===== config.mk =====
export PLATFORM = sky130hd
export DESIGN_NAME = microsequencer
export DESIGN_NICKNAME = d
export VERILOG_FILES = /design/src/rtl/microsequencer.sv
export SDC_FILE = /design/constraint.sdc
export NUM_CORES = 1
export LEC_CHECK = 0
export ABC_AREA = 1
export BUFFER_PORTS_ARGS = -buffer_cell sky130_fd_sc_hd__buf_4
export CAP_MARGIN = 20
export CELL_PAD_IN_SITES_DETAIL_PLACEMENT = 1
export CELL_PAD_IN_SITES_GLOBAL_PLACEMENT = 2
export CORE_MARGIN = 4
export CORE_UTILIZATION = 22
export DETAILED_ROUTE_END_ITERATION = 8
export HOLD_SLACK_MARGIN = 0.03
export PLACE_DENSITY_LB_ADDON = 0.3
export SLEW_MARGIN = 20
export SYNTH_ARGS = -nofsm -noshare
export SYNTH_HDL_FRONTEND = slang
export SYNTH_SLANG_ARGS = --single-unit

===== constraint.sdc =====
create_clock -name CLK -period 1.6 [get_ports CLK]
set_input_delay 0.16 -clock CLK [delete_from_list [all_inputs] [get_ports CLK]]
set_output_delay 0.16 -clock CLK [all_outputs]
set_load 0.005 [all_outputs]

===== src/rtl/microsequencer.sv =====
// Microprogram sequencer: owns the control address register (car), computes the
// next microaddress, and registers the control word onto cs_bus. Supports branching
// on condition flags, a micro-subroutine return stack and WMFC/MFC stalls.
// The control store is external and combinational, indexed by car.
// Configuration macro: MICROSEQ_STACK_EN enables CALL/RET with a STACK_DEPTH x AW
// return stack; when undefined, CALL and RET are illegal and raise stack_err.
module microsequencer #(
  parameter int AW          = 7,
  parameter int CW          = 28,
  parameter int NF          = 4,
  parameter int STACK_DEPTH = 4,
  parameter int WMFC_BIT    = 8
) (
  input  logic                  CLK,
  input  logic                  reset,
  input  logic                  start,
  input  logic [AW-1:0]         map_addr,
  input  logic [CW-1:0]         uword_ctl,
  input  logic [2:0]            uword_op,
  input  logic [$clog2(NF)-1:0] uword_cond,
  input  logic [AW-1:0]         uword_next,
  input  logic [NF-1:0]         flags,
  input  logic                  mfc,
  output logic [AW-1:0]         car,
  output logic [CW-1:0]         cs_bus,
  output logic                  busy,
  output logic                  stack_err
);

  typedef enum logic [1:0] {IDLE, RUN, WAIT} state_e;
  typedef enum logic [2:0] {
    OP_NEXT, OP_JMP, OP_BT, OP_BF, OP_CALL, OP_RET, OP_MAP, OP_END
  } op_e;

  if (STACK_DEPTH < 1) begin : g_depth_check
    $error("microsequencer: STACK_DEPTH must be at least 1");
  end

  state_e        state;
  op_e           op;
  logic [AW-1:0] car_inc;
  logic [AW-1:0] next_car;
  logic          cond_flag;
  logic          stall;
  logic          fault;
  logic          finish;
  logic          push;
  logic          pop;

`ifdef MICROSEQ_STACK_EN
  localparam int SPW = $clog2(STACK_DEPTH + 1);
  localparam int IW  = (STACK_DEPTH > 1) ? $clog2(STACK_DEPTH) : 1;

  logic [AW-1:0]  stack [STACK_DEPTH];
  logic [SPW-1:0] sp;
  logic [SPW-1:0] sp_m1;

  assign sp_m1 = sp - SPW'(1);
`endif

  assign op      = op_e'(uword_op);
  assign car_inc = car + AW'(1);
  assign stall   = uword_ctl[WMFC_BIT] & ~mfc;

  // Decode the current microword's sequencing op into next address and stack actions
  always_comb begin
    // NOTE: every signal written here gets a default first so no latch is inferred.
    next_car  = car_inc;
    cond_flag = flags[uword_cond];
    fault     = 1'b0;
    finish    = 1'b0;
    push      = 1'b0;
    pop       = 1'b0;
    case (op)
      OP_NEXT: next_car = car_inc;
      OP_JMP:  next_car = uword_next;
      OP_BT:   if (cond_flag)  next_car = uword_next;
      OP_BF:   if (!cond_flag) next_car = uword_next;
`ifdef MICROSEQ_STACK_EN
      OP_CALL: begin
        if (sp == SPW'(STACK_DEPTH)) fault = 1'b1;
        else begin
          push     = 1'b1;
          next_car = uword_next;
        end
      end
      OP_RET: begin
        if (sp == '0) fault = 1'b1;
        else begin
          pop      = 1'b1;
          next_car = stack[sp_m1[IW-1:0]];
        end
      end
`else
      OP_CALL: fault = 1'b1;
      OP_RET:  fault = 1'b1;
`endif
      OP_MAP:  next_car = map_addr;
      OP_END:  finish = 1'b1;
      default: finish = 1'b1;
    endcase
  end

`ifdef MICROSEQ_STACK_EN
  // Return-address storage; written only on an executed, non-faulting CALL
  always_ff @(posedge CLK) begin
    // NOTE: the stack array carries no reset; sp alone marks which entries are valid.
    if (state != IDLE && !stall && push) stack[sp[IW-1:0]] <= car_inc;
  end
`endif

  // Sequencer FSM: car, cs_bus, busy, stack_err and sp are all registered here
  always_ff @(posedge CLK or posedge reset) begin
    if (reset) begin
      state     <= IDLE;
      car       <= '0;
      cs_bus    <= '0;
      busy      <= 1'b0;
      stack_err <= 1'b0;
`ifdef MICROSEQ_STACK_EN
      sp        <= '0;
`endif
    end else begin
      case (state)
        IDLE: begin
          car    <= '0;
          cs_bus <= '0;
          if (start) begin
            busy      <= 1'b1;
            stack_err <= 1'b0;
`ifdef MICROSEQ_STACK_EN
            sp        <= '0;
`endif
            state     <= RUN;
          end
        end
        RUN, WAIT: begin
          if (stall) begin
            cs_bus <= uword_ctl;
            state  <= WAIT;
          end else if (fault || finish) begin
            car    <= '0;
            cs_bus <= '0;
            busy   <= 1'b0;
            state  <= IDLE;
            if (fault) begin
              stack_err <= 1'b1;
`ifdef MICROSEQ_STACK_EN
              sp        <= '0;
`endif
            end
          end else begin
            car    <= next_car;
            cs_bus <= uword_ctl;
            state  <= RUN;
`ifdef MICROSEQ_STACK_EN
            if (push)     sp <= sp + SPW'(1);
            else if (pop) sp <= sp_m1;
`endif
          end
        end
        default: state <= IDLE;
      endcase
    end
  end

endmodule


==> load_flow_metrics.sql <==
INSERT INTO impl_metrics (metric_group, metric, value, unit) VALUES
('run_status', 'outcome', 'finished, final reports clean', ''),
('detailed_routing', 'drt-wirelength-per-cell', '13.9', 'µm'),
('detailed_routing', 'drtPass1Iterations', '4', ''),
('logic_synthesis', 'syn_area_per_cell', '7.94', 'µm²'),
('die', 'die-height', '104', 'µm'),
('logic_synthesis', 'syn-num-nets', '312', ''),
('critical_path', 'crit_cells', '5', ''),
('clock_tree', 'worst_case_clock_buffer_depth', '2', ''),
('clock_tree', 'worstSkewPairLatency', '290', 'ps'),
('placement', 'count_of_buffers_from_port_buffering', '91', ''),
('detailed_routing', 'highest-signal-layer', 'met4', ''),
('sta', 'tns', '0', 'ps'),
('detailed_routing', 'detail_route.wirelength', '6.39', 'mm'),
('critical_path', 'timing.critical_path.max_delay_family', 'flip-flops', ''),
('critical_path', 'setup.worst_path.start', 'state[1]$_DFFE_PP0N_', ''),
('logic_synthesis', 'netlist_area', '0.00202', 'mm²'),
('critical_path', 'crit_path_max_fanout', '5', ''),
('clock_tree', 'cts_tree', 'done', ''),
('global_routing', 'globalRouteTotalUtil', '12.2', '%'),
('cells_and_area', 'fin_area', '0.00297', 'mm²'),
('logic_synthesis', 'synth_sequential_area_ratio', '48.4', '%'),
('die', 'start_util', '22.9', '%'),
('cells_and_area', 'fill_cells', '1088', ''),
('sta', 'setup_viol', '0', ''),
('die', 'rows', '34', ''),
('hold_path', 'path_category_of_the_worst_min_delay_check', 'primary input to flop', ''),
('global_routing', 'overflow', '0', ''),
('global_routing', 'first_global_vias', '2249', ''),
('die', 'design.core.area', '0.00881', 'mm²'),
('clock_tree', 'clkSlewWorstSetupHoldPaths', '80', 'ps'),
('power_and_ir_drop', 'p_leak', '1.65', 'nW'),
('sta', 'clock.fmax', '0.658', 'GHz'),
('placement', 'gp_congestion', '0.775', ''),
('logic_synthesis', 'post_synth_num_cell_types', '29', ''),
('cells_and_area', 'synthToLayoutAreaGrowth', '47.0', '%'),
('cells_and_area', 'n_antenna_cell', '0', ''),
('critical_path', 'path_class', 'flop to flop', ''),
('sta', 'timing.final.max_slew_violations', '0', ''),
('global_routing', 'wire_length_of_the_first_global_routing_pass', '11.0', 'mm'),
('critical_path', 'worst_path_largest_cell_delay', '380', 'ps'),
('global_routing', 'largest_net_degree_at_the_start_of_global_routing', '40', ''),
('sta', 'hold_fails_final_rpt', '0', ''),
('logic_synthesis', 'post-synth-top-area-fraction', '48.4', '%'),
('power_and_ir_drop', 'power-per-cell-area', '1450', 'mW/mm²'),
('power_and_ir_drop', 'ir_worst_vdd', '587', 'µV'),
('clock_tree', 'cts-buffers-inserted', '5', ''),
('sta', 'timing.slew.headroom', '65.2', '%'),
('detailed_routing', 'antenna_left', '0', ''),
('sta', 'tightest_slew', '522', 'ps'),
('critical_path', 'worstPathRequired', '1770', 'ps'),
('logic_synthesis', 'synthCells', '254', ''),
('detailed_routing', 'wl_met3', '368', 'µm'),
('critical_path', 'critPathCaptureType', 'flop', ''),
('clock_tree', 'clock_sinks', '39', ''),
('die', 'design.die.area', '0.0108', 'mm²'),
('detailed_routing', 'detailedRoute.firstIterationViolations', '60', ''),
('critical_path', 'reg2reg_setup_slack', '80', 'ps'),
('detailed_routing', 'routed_via_density', '4.36', ''),
('detailed_routing', 'met2_layer_wire_length_in_the_routed_design', '3.04', 'mm'),
('run', 'max-cap-violations', '0', ''),
('logic_synthesis', 'synth.ff_latch_count', '39', ''),
('placement', 'placement.cell_area', '0.00286', 'mm²'),
('placement', 'post-dp-hpwl', '4.80', 'mm'),
('critical_path', 'crit-reg2reg-capture', 'stack_err$_DFFE_PP0P_', ''),
('sta', 'fin_skew', '6.83', 'ps'),
('critical_path', 'cell_at_the_slowest_stage_of_the_critical_path', 'dfrtp_1', ''),
('logic_synthesis', 'ys.warnings.count', '0', ''),
('cells_and_area', 'drive_above_1_share', '36.9', '%'),
('global_routing', 'antenna_found_initial', '0', ''),
('logic_synthesis', 'synthTopCellsByArea', 'dfrtp_1 (48%), nand2_1 (20%), nand3_1 (9.4%), inv_1 (2.6%), nand2_2 (2.5%)', ''),
('sta', 'min_period_over_period', '95.0', '%');
[synthesized netlist by cell type]
| cell | count |
|---|---|
| nand2_1 | 108 |
| dfrtp_1 | 39 |
| nand3_1 | 38 |
| inv_1 | 14 |
| nand2_2 | 8 |
| nor2_1 | 7 |
| buf_2 | 5 |
| inv_2 | 4 |
| clkbuf_1 | 3 |
| ha_1 | 3 |
| nand3_2 | 3 |
| o21ai_0 | 3 |
| xnor2_1 | 3 |
| a21boi_1 | 1 |
| a21oi_1 | 1 |
| a22o_1 | 1 |
| buf_4 | 1 |
| buf_6 | 1 |
| mux2_2 | 1 |
| nand3_4 | 1 |
| nand4_1 | 1 |
| nor2_2 | 1 |
| nor2_4 | 1 |
| nor3_4 | 1 |
| o21ai_1 | 1 |
| o22ai_1 | 1 |
| o31ai_4 | 1 |
| or2_2 | 1 |
| xor2_1 | 1 |
[where the power goes]
part / switching (W) / internal (W) / total, W / leakage (nW)
registers: 0.000281 / 0.00137 / 0.00165 / 0.513
logic: 0.000969 / 0.000983 / 0.00195 / 1.09
clock network: 0.000354 / 0.000339 / 0.000693 / 0.0470
total: 0.00160 / 0.00269 / 0.00429 / 1.65
[sequential cells by signal, indices dropped and copies added (netlist names)]
name and cells:
state 2, car 7, busy 1, cs_bus 28, stack_err 1
[metrics by stage]
step / hold WS, ps / util [%] / total power [W] / std cells / setup slack, ps
floorplan: 301 / - / 0.00256 / 254 / 110
global placement: 332 / 32.5 / 0.00360 / 452 / 142
detailed placement: 347 / 32.5 / 0.00365 / 452 / 96.8
CTS: 88.7 / 33.6 / 0.00436 / 460 / 97.2
global route: 99.7 / 33.7 / 0.00469 / 460 / -1.47
finish: 96.1 / 33.7 / 0.00429 / 460 / 80.1
[worst min-delay path, cell delays in order]
cell	delay (ps)
buf_4	80
nand3_1	60
nand2_1	50
[cells in the final DEF (no fill, tap or decap), types with 2 or more instances in the layout]
cell / n
clkbuf_8: 6
nor2_1: 7
inv_1: 14
buf_4: 99
inv_2: 4
dfrtp_1: 39
nand3_2: 3
nand2_2: 7
nand2_1: 108
xnor2_1: 3
nand3_1: 38
o21ai_0: 3
ha_1: 2
[cell families (layout without fill, tap and decap cells)]
family | count (synthesis) | after routing | synth area share [%]
buf+inv | 28 | 126 | 6.08
compound gates | 9 | 9 | 3.41
simple gates | 170 | 170 | 38.0
flops | 39 | 39 | 48.4
xor+xnor | 4 | 4 | 1.74
fa+ha+maj | 3 | 3 | 1.86
mux | 1 | 1 | 0.558
[repair_timing]
| action | in CTS | in global routing |
|---|---|---|
| hold buffers | 1 | 0 |
| buffers inserted | 0 | 0 |
| setup endpoints to repair | 0 | 18 |
| gates resized for setup | 0 | 2 |
| hold endpoints to repair | 27 | 0 |
[worst min path at each step]
stage,end,slack [ps],cells past startpoint
floorplan,cs_bus[0]$_DFFE_PP0P_,300,2
CTS,cs_bus[13]$_DFFE_PP0P_,90,3
global placement,cs_bus[15]$_DFFE_PP0P_,330,3
global route,cs_bus[11]$_DFFE_PP0P_,100,3
detailed placement,cs_bus[3]$_DFFE_PP0P_,350,3
finish,cs_bus[25]$_DFFE_PP0P_,100,3
[final cells by class]
| type | instances | area (µm²) | area share (%) |
|---|---|---|---|
| flip-flops and latches | 39 | 976 | 32.9 |
| multi-input cells | 187 | 926 | 31.2 |
| repair buffers | 101 | 773 | 26.1 |
| well taps | 108 | 135 | 4.56 |
| clock buffers | 6 | 82.6 | 2.78 |
| inverters | 18 | 67.6 | 2.28 |
| clock inverters | 1 | 5.00 | 0.169 |
[metal layers]
metal / track usage (%) / vias to the layer above
met5: 0 / -
met1: 15.7 / 946
met2: 20.1 / 55
met3: 3.79 / 7
li1: - / 996
met4: 2.56 / 0
Note: power is estimated with default switching activity, not from simulation.
